--- config.mk ---
export PLATFORM = sky130hd
export DESIGN_NAME = aes2_ct_drain_flat
export DESIGN_NICKNAME = d
export VERILOG_FILES = /design/src/rtl/aes2_ct_drain_if.sv /design/src/rtl/aes2_ct_drain.sv /design/src/flat_wrapper.sv
export SDC_FILE = /design/constraint.sdc
export NUM_CORES = 1
export LEC_CHECK = 0
export CAP_MARGIN = 10
export CORE_MARGIN = 2
export CORE_UTILIZATION = 35
export DETAILED_ROUTE_END_ITERATION = 7
export GPL_TIMING_DRIVEN = 0
export MAX_ROUTING_LAYER = met4
export PLACE_DENSITY_LB_ADDON = 0.3
export SETUP_SLACK_MARGIN = 0.2
export SYNTH_ARGS = -nofsm -noshare
export SYNTH_HDL_FRONTEND = slang
export SYNTH_SLANG_ARGS = --single-unit
--- constraint.sdc ---
create_clock -name clk_i -period 5.1 [get_ports clk_i]
set_clock_uncertainty 0.05 [all_clocks]
set_input_delay 1.02 -clock clk_i [delete_from_list [all_inputs] [get_ports clk_i]]
set_output_delay 1.02 -clock clk_i [all_outputs]
set_load 0.02 [all_outputs]
--- src/rtl/aes2_ct_drain_if.sv ---
// Output-side stream of the AES-192 ciphertext drain stage.
// The master side is the AES core plus consumer; the slave side is the drain stage.
interface aes2_ct_drain_if #(
    parameter int DEPTH = 4,
    parameter int CNT_W = 8
);
    localparam int LW = $clog2(DEPTH) + 1;

    logic [127:0]     ct_i;
    logic             ct_valid_i;
    logic             clr_i;
    logic [31:0]      word_o;
    logic             word_valid_o;
    logic             word_ready_i;
    logic             word_last_o;
    logic [LW-1:0]    level_o;
    logic             full_o;
    logic             overflow_o;
    logic [CNT_W-1:0] drop_cnt_o;

    modport master (
        output ct_i, ct_valid_i, clr_i, word_ready_i,
        input  word_o, word_valid_o, word_last_o, level_o, full_o, overflow_o, drop_cnt_o
    );

    modport slave (
        input  ct_i, ct_valid_i, clr_i, word_ready_i,
        output word_o, word_valid_o, word_last_o, level_o, full_o, overflow_o, drop_cnt_o
    );
endinterface

--- src/rtl/aes2_ct_drain.sv ---
// Captures one 128-bit ciphertext per rising edge of the core's level valid
// into a small FIFO and drains it as 32-bit words over a valid/ready stream.
module aes2_ct_drain #(
    parameter int DEPTH = 4,
    parameter int CNT_W = 8
) (
    input  logic              clk_i,
    input  logic              rst_i,
    aes2_ct_drain_if.slave    bus
);
    localparam int PW = $clog2(DEPTH);
    localparam int LW = PW + 1;

    logic             prev_q;
    logic [PW-1:0]    wp_q, wp_d;
    logic [PW-1:0]    rp_q, rp_d;
    logic [LW-1:0]    cnt_q, cnt_d;
    logic [1:0]       widx_q, widx_d;
    logic             ovf_q, ovf_d;
    logic [CNT_W-1:0] drop_q, drop_d;
    logic [127:0]     mem_q [DEPTH];

    logic             rise;
    logic             full;
    logic             not_empty;
    logic             hs;
    logic             pop;
    logic             push;
    logic             drop;
    logic [127:0]     head;
    logic [31:0]      word;

    assign rise      = bus.ct_valid_i & ~prev_q;
    assign full      = (cnt_q == LW'(DEPTH));
    assign not_empty = (cnt_q != '0);
    assign hs        = not_empty & bus.word_ready_i;
    assign pop       = hs & (widx_q == 2'd3);
    // A full FIFO drops the capture even when a pop frees a slot this cycle.
    assign push      = rise & ~full & ~bus.clr_i;
    assign drop      = rise & full & ~bus.clr_i;
    assign head      = mem_q[rp_q];

    // Select the current 32-bit word of the head entry; zero while empty.
    always_comb begin
        word = '0;
        case (widx_q)
            2'd0: word = head[31:0];
            2'd1: word = head[63:32];
            2'd2: word = head[95:64];
            2'd3: word = head[127:96];
            default: word = '0;
        endcase
        if (!not_empty) begin
            word = '0;
        end
    end

    // Next-state for pointers, occupancy, word index and drop tracking; clear wins.
    always_comb begin
        wp_d   = wp_q;
        rp_d   = rp_q;
        cnt_d  = cnt_q;
        widx_d = widx_q;
        ovf_d  = ovf_q;
        drop_d = drop_q;
        if (bus.clr_i) begin
            wp_d   = '0;
            rp_d   = '0;
            cnt_d  = '0;
            widx_d = '0;
            ovf_d  = 1'b0;
            drop_d = '0;
        end else begin
            if (push) begin
                wp_d = wp_q + PW'(1);
            end
            if (hs) begin
                widx_d = widx_q + 2'd1;
            end
            if (pop) begin
                rp_d = rp_q + PW'(1);
            end
            cnt_d = cnt_q + LW'(push) - LW'(pop);
            if (drop) begin
                ovf_d = 1'b1;
                if (drop_q != {CNT_W{1'b1}}) begin
                    drop_d = drop_q + CNT_W'(1);
                end
            end
        end
    end

    // State registers; prev_q resets high so a level already present at release is ignored.
    always_ff @(posedge clk_i) begin
        if (rst_i) begin
            prev_q <= 1'b1;
            wp_q   <= '0;
            rp_q   <= '0;
            cnt_q  <= '0;
            widx_q <= '0;
            ovf_q  <= 1'b0;
            drop_q <= '0;
        end else begin
            prev_q <= bus.ct_valid_i;
            wp_q   <= wp_d;
            rp_q   <= rp_d;
            cnt_q  <= cnt_d;
            widx_q <= widx_d;
            ovf_q  <= ovf_d;
            drop_q <= drop_d;
        end
    end

    // Ciphertext storage, written on accepted captures only.
    always_ff @(posedge clk_i) begin
        if (!rst_i && push) begin
            mem_q[wp_q] <= bus.ct_i;
        end
    end

    assign bus.word_o       = word;
    assign bus.word_valid_o = not_empty;
    assign bus.word_last_o  = not_empty & (widx_q == 2'd3);
    assign bus.level_o      = cnt_q;
    assign bus.full_o       = full;
    assign bus.overflow_o   = ovf_q;
    assign bus.drop_cnt_o   = drop_q;
endmodule

--- src/flat_wrapper.sv ---
// flat-port wrapper written by rule: the top's interface ports become plain ports
module aes2_ct_drain_flat 
#(
    parameter int DEPTH = 4,
    parameter int CNT_W = 8
)
  (clk_i, rst_i, bus_ct_i, bus_ct_valid_i, bus_clr_i, bus_word_ready_i, bus_word_o, bus_word_valid_o, bus_word_last_o, bus_level_o, bus_full_o, bus_overflow_o, bus_drop_cnt_o);
  aes2_ct_drain_if #(.DEPTH(DEPTH), .CNT_W(CNT_W)) bus_i ();
  input  logic clk_i;
  input  logic rst_i;
  input wire logic [$bits(bus_i.ct_i)-1:0] bus_ct_i;
  input wire logic [$bits(bus_i.ct_valid_i)-1:0] bus_ct_valid_i;
  input wire logic [$bits(bus_i.clr_i)-1:0] bus_clr_i;
  input wire logic [$bits(bus_i.word_ready_i)-1:0] bus_word_ready_i;
  output wire logic [$bits(bus_i.word_o)-1:0] bus_word_o;
  output wire logic [$bits(bus_i.word_valid_o)-1:0] bus_word_valid_o;
  output wire logic [$bits(bus_i.word_last_o)-1:0] bus_word_last_o;
  output wire logic [$bits(bus_i.level_o)-1:0] bus_level_o;
  output wire logic [$bits(bus_i.full_o)-1:0] bus_full_o;
  output wire logic [$bits(bus_i.overflow_o)-1:0] bus_overflow_o;
  output wire logic [$bits(bus_i.drop_cnt_o)-1:0] bus_drop_cnt_o;
  assign bus_i.ct_i = bus_ct_i;
  assign bus_i.ct_valid_i = bus_ct_valid_i;
  assign bus_i.clr_i = bus_clr_i;
  assign bus_i.word_ready_i = bus_word_ready_i;
  assign bus_word_o = bus_i.word_o;
  assign bus_word_valid_o = bus_i.word_valid_o;
  assign bus_word_last_o = bus_i.word_last_o;
  assign bus_level_o = bus_i.level_o;
  assign bus_full_o = bus_i.full_o;
  assign bus_overflow_o = bus_i.overflow_o;
  assign bus_drop_cnt_o = bus_i.drop_cnt_o;
  aes2_ct_drain #(.DEPTH(DEPTH), .CNT_W(CNT_W)) u_core (.clk_i(clk_i), .rst_i(rst_i), .bus(bus_i));
endmodule
After elaboration in Yosys (flattened, before gate mapping)
Memories as Yosys holds them, arrays and structs flattened. A register that Yosys moved wholly into a read port is not among the register bits.
Index checks and enable logic that the tools add are counted.

operators by class
  bitwise operators = 11
  shifts and indexed selects = 0
  mux-type cells = 6
  $add $sub $neg = 6
  reduce and logical (&&, ||, !) cells = 6
  $mul = 0
  divide/modulo/power cells = 0
  equality and inequality tests = 5
  magnitude comparators = 0

operators by type and width
  operator                                                                number
  32-bit one-hot mux with 4 select lines                                  1
  32-bit 2-to-1 mux                                                       1
  8-bit by 1-bit adder with 8-bit output (second input constant)          1
  1-bit AND                                                               8
  8-bit != test (second input constant)                                   1
  2-bit by 1-bit adder with 2-bit output (second input constant)          3
  2-bit equality test (second input constant)                             2
  2-bit 2-to-1 mux                                                        2
  3-bit by 1-bit adder with 3-bit output                                  1
  3-bit equality test (second input constant)                             1
  1-bit inverter                                                          3
  3-bit nonzero test                                                      1
  3-bit by 1-bit subtractor with 3-bit output                             1
  2-bit by 1-bit equality test with 1-bit output (second input constant)  1
  2-bit logical NOT                                                       1
  1-bit 2-to-1 mux                                                        2
  2-bit AND reduction                                                     1
  2-bit OR reduction                                                      1
  1-bit logical AND                                                       1
  1-bit logical NOT                                                       1

word-level totals
  RAM bits = 512
  ROM bits = 0
  memories kept = 1
  bits of input ports = 133
  logic and storage cells = 42
  output and inout bits = 47
  bits in latches = 0
  register bits = 19

memories
  memory        words  width  read ports  clocked after memory_dff  wr ports  line                 RTL
  u_core.mem_q  4      128    1           1                         1         aes2_ct_drain.sv:21  logic [127:0] mem_q [DEPTH];

Longest topological paths before layout
  depth in word-level cells = 7
  gate-level depth with buffers = 8
  mapped depth without buffers = 8

Least setup slack after synthesis
No wires, ideal clock.

  path kind = input to register
  start = in bus_clr_i
  end = mem u_core.mem_q[0][0], enable pin
  arrival = 4.572 ns
  setup time = 0.503 ns
  cell stages on the path = 4
  data required time = 4.547 ns
  buffers on the path = 0
  path slack = -0.025 ns
  path through = nor3b_4 nand2b_1 nor2_1 and2_1

on the way
  longest elaborated chain between the ends = 5

RTL lines
  element                                 line                  RTL
  start: declaration                      flat_wrapper.sv:13    input wire logic [$bits(bus_i.clr_i)-1:0] bus_clr_i;
  1-bit inverter                          aes2_ct_drain.sv:39   assign push = rise & ~full & ~bus.clr_i;
  1-bit AND                               aes2_ct_drain.sv:39
  1-bit logical AND                       aes2_ct_drain.sv:116  if (!rst_i && push) begin
  1-bit 2-to-1 mux                        aes2_ct_drain.sv:116
  1-bit 2-to-1 mux (not written as such)  aes2_ct_drain.sv:117  mem_q[wp_q] <= bus.ct_i;
  end: declaration                        aes2_ct_drain.sv:21

No other way between the ends.

Worst setup path in the final report
  start = reg u_core.cnt_q[1], in the netlist u_core.bus.level_o[1]
  end = out bus_word_o[20]

on the way
  longest elaborated chain between the ends = 2

RTL lines
  element                   line                  RTL
  start: declaration        aes2_ct_drain.sv:17   logic [LW-1:0] cnt_q, cnt_d;
  start signal: assignment  aes2_ct_drain.sv:107  cnt_q <= cnt_d;
  3-bit nonzero test        aes2_ct_drain.sv:35   assign not_empty = (cnt_q != '0);
  32-bit 2-to-1 mux         aes2_ct_drain.sv:53   if (!not_empty) begin
  end: declaration          flat_wrapper.sv:15    output wire logic [$bits(bus_i.word_o)-1:0] bus_word_o;

No other way between the ends.

==> results.cfg <==
[synth]
ys_ff_latch = 533
synth_seq_area_share_pct = 77.4
ys_types = 40
post-synth-top-area-cell = edfxtp_1
syn_area_um2 = 20400
ys.warnings.count = 0
avgSynthCellArea_um2 = 19.5
syn_inst = 1045
synthTopCellsByArea = edfxtp_1 (75%), mux4_2 (7.1%), mux2i_1 (3.3%)
synth_fp_nets = 1190
synth_top_cell_area_share_pct = 75.3

[sta]
report.final.setup_viol = 0
period_share_pct = 92.5
setup_slack_ns = 0.383
tns_ns = 0
hold_ws_ns = 0.453
drv_slew = 0
hold_violations = 0
max_clock_freq_ghz = 0.212
tightest_slew_ns = 0.967
rsz0062_at_grt = no
relSlewSlack_pct = 35.5
finalCriticalPeriod_ns = 4.72

[floorplanning]
die_area_um2 = 60200
io-pin-count = 180
core_um2 = 57700
fp.dieW_um = 245
die-height_um = 245
num_rows = 88
start_util_pct = 35.4

[route]
drc_errors = 0
antenna_left = 0
viasPerCell = 5.11
drt_wl_total_um = 51300
dr.pass1.iters = 5
wl_per_cell_um = 24.3
drtIter0Drc = 791
via_count = 10801

[cells_and_area]
drive_gt1_share_pct = 16.7
areaGrowthSynthToFinish_pct = 23.6
final_nets = 1436
final_cell_count_no_fill = 2114

[critical_path]
cp_top_family = buffers and inverters
criticalPathCategory = flip-flop to output pin
critPathMaxFanout = 10
critPathCapture = bus_word_o[20]
cp_num_cells = 6
worst_setup_path_start_kind = flip-flop
required_ns = 4.03
path_buf_inv = 3
cp_cell_sequence = or3_2, clkbuf_1, clkbuf_1, o21ai_0, a31oi_1, clkdlybuf4s50_1
max_stage_delay_ns = 0.66
crit_start = u_core.bus.level_o[1]
crit_arrival_ns = 3.65
crit_path_end_kind = output pin
cp_slowest_cell = clkdlybuf4s50_1
crit_top_cell = clkbuf_1
rr_worst_depth = 5
r2r_start = u_core.bus.level_o[1]
reg2reg_setup_slack_ns = 2.58
r2r_end = u_core.mem_q[2][112]

[clock_network]
clk_pin_slew_ns = 0.06
postCtsHoldBufs = 0
cts_tree = yes
clock_latency_ns = 0.59
cts.sinks = 533
cts_max_path_buffers = 3
root_buffer = clkbuf_16
post_cts_buffers = 0
h-tree-depth = 2
cts_resized = 2
cts-buffers-inserted = 56

[power]
p_per_area_nw_per_um2 = 354
power.leakage_uw = 0.00766
vdd_drop_max_v = 0.000242

[global_route]
grt_start_max_net_pins = 55
grt_pass1_vias = 11278
antenna_found_initial = 12
grt_pass1_wl_um = 74700
grt.total_usage_pct = 17.5
globalRouteOverflowTotal = 0

[place]
portBuffers = 179
placed_cells = 1998
hpwl_um = 32700
dp_slack_ns = 0.781
place.gp.congestion = 0.742

[hold_path]
holdCritPathClass = flip-flop to flip-flop

[job]
maxCapViolations = 0

[run_status]
status = finished, final reports clean
## worst min path at each step
| stage | from | endpoint | slack [ns] | cells past startpoint |
|---|---|---|---|---|
| 2_1_floorplan | u_core.widx_q[1] | u_core.widx_q[1] | 0.42 | 2 |
| 3_3_place_gp | u_core.bus.overflow_o | u_core.bus.overflow_o | 0.41 | 2 |
| 3_5_place_dp | u_core.bus.overflow_o | u_core.bus.overflow_o | 0.44 | 2 |
| 4_1_cts | u_core.bus.overflow_o | u_core.bus.overflow_o | 0.46 | 2 |
| 5_1_grt | u_core.bus.overflow_o | u_core.bus.overflow_o | 0.48 | 2 |
| 6_report | u_core.bus.overflow_o | u_core.bus.overflow_o | 0.45 | 2 |
## stage by stage
stage,total power (µW),instance area [µm²],utilization [%]
finish,8930,25200,43.7
global route,9210,25200,43.7
CTS,9020,25200,43.7
detailed placement,5090,23400,40.6
global placement,5080,23200,40.1
floorplan,4930,20400,-
## cell type report
class,count,area [µm²]
antenna,12,30.0
buffer,62,288
clock buffer,66,1480
clock inverter,38,300
fill,5090,32500
inverter,12,45.0
multi-input combinational,438,4290
sequential,533,15800
tap,765,957
timing repair buffer,188,2040
## cells in the final DEF, fill, tap and decap left out, types with 12 or more instances in the layout
cell               n
a211oi_1          31
a31oi_1           31
a32oi_1           31
buf_2             17
clkbuf_1          34
clkbuf_16         57
clkdlybuf4s50_1  179
clkinv_1          16
clkinv_2          12
dfxtp_1           21
diode_2           12
edfxtp_1         512
inv_1             12
mux2_2            31
mux2i_1           67
mux4_2            64
nand2_1           35
nor2_1            14
o21ai_0           36
o22ai_1           30
## worst register-to-register path, stage by stage (launching register included)
cell	delay [ns]
dfxtp_1	0.48
nor3b_4	0.11
nand2b_1	0.24
nor2_1	0.25
and2_4	0.61
buf_16	0.36
## synthesized netlist by cell type, drive strengths merged
master	n
edfxtp	512
mux2i	67
mux4	64
o21ai	36
nand2	35
buf	32
a211oi	31
a31oi	31
a32oi	31
mux2	31
clkbuf	30
o22ai	30
dfxtp	21
nor2	14
inv	12
ha	11
a21oi	9
and2	8
xnor2	6
nand3	4
nand4	4
or3	4
and3	2
nand2b	2
nor3b	2
o31ai	2
or2	2
or4	2
xor2	2
a41oi	1
and3b	1
fa	1
nand3b	1
nor2b	1
o211ai	1
o221ai	1
o2bb2ai	1
## flip-flops by register name, indices dropped and copies added (netlist names), named ones only
signal	cells
u_core.prev_q	1
u_core.wp_q	2
u_core.bus.drop_cnt_o	8
u_core.rp_q	2
u_core.mem_q	512
u_core.bus.level_o	3
u_core.widx_q	2
u_core.bus.overflow_o	1
## routing by layer
metal / share of wire, % / global-route usage [%] / vias up / wire length, µm
met3: 5.8 / 3.60 / 70 / 2990
li1: - / - / 4825 / -
met4: 1.8 / 4.47 / 0 / 921
met2: 50 / 28.9 / 295 / 25600
met1: 43 / 22.2 / 5611 / 21800
met5: 0 / - / - / 0
## power breakdown
part | switching, µW | internal (µW)
clock network | 1660 | 2270
logic | 82.4 | 107
registers | 3.18 | 4810
## kinds of logic after synthesis
group | count (synthesis) | share of synthesized area, %
flip-flops | 533 | 77.4
XOR/XNOR | 8 | 0.343
buffers and inverters | 74 | 1.61
AO/OA/AOI/OAI | 174 | 5.75
multiplexers | 162 | 12.1
AND/OR/NAND/NOR | 82 | 2.05
adder cells (fa/ha/maj) | 12 | 0.773
No activity file was read; power rests on OpenSTA's default activity.
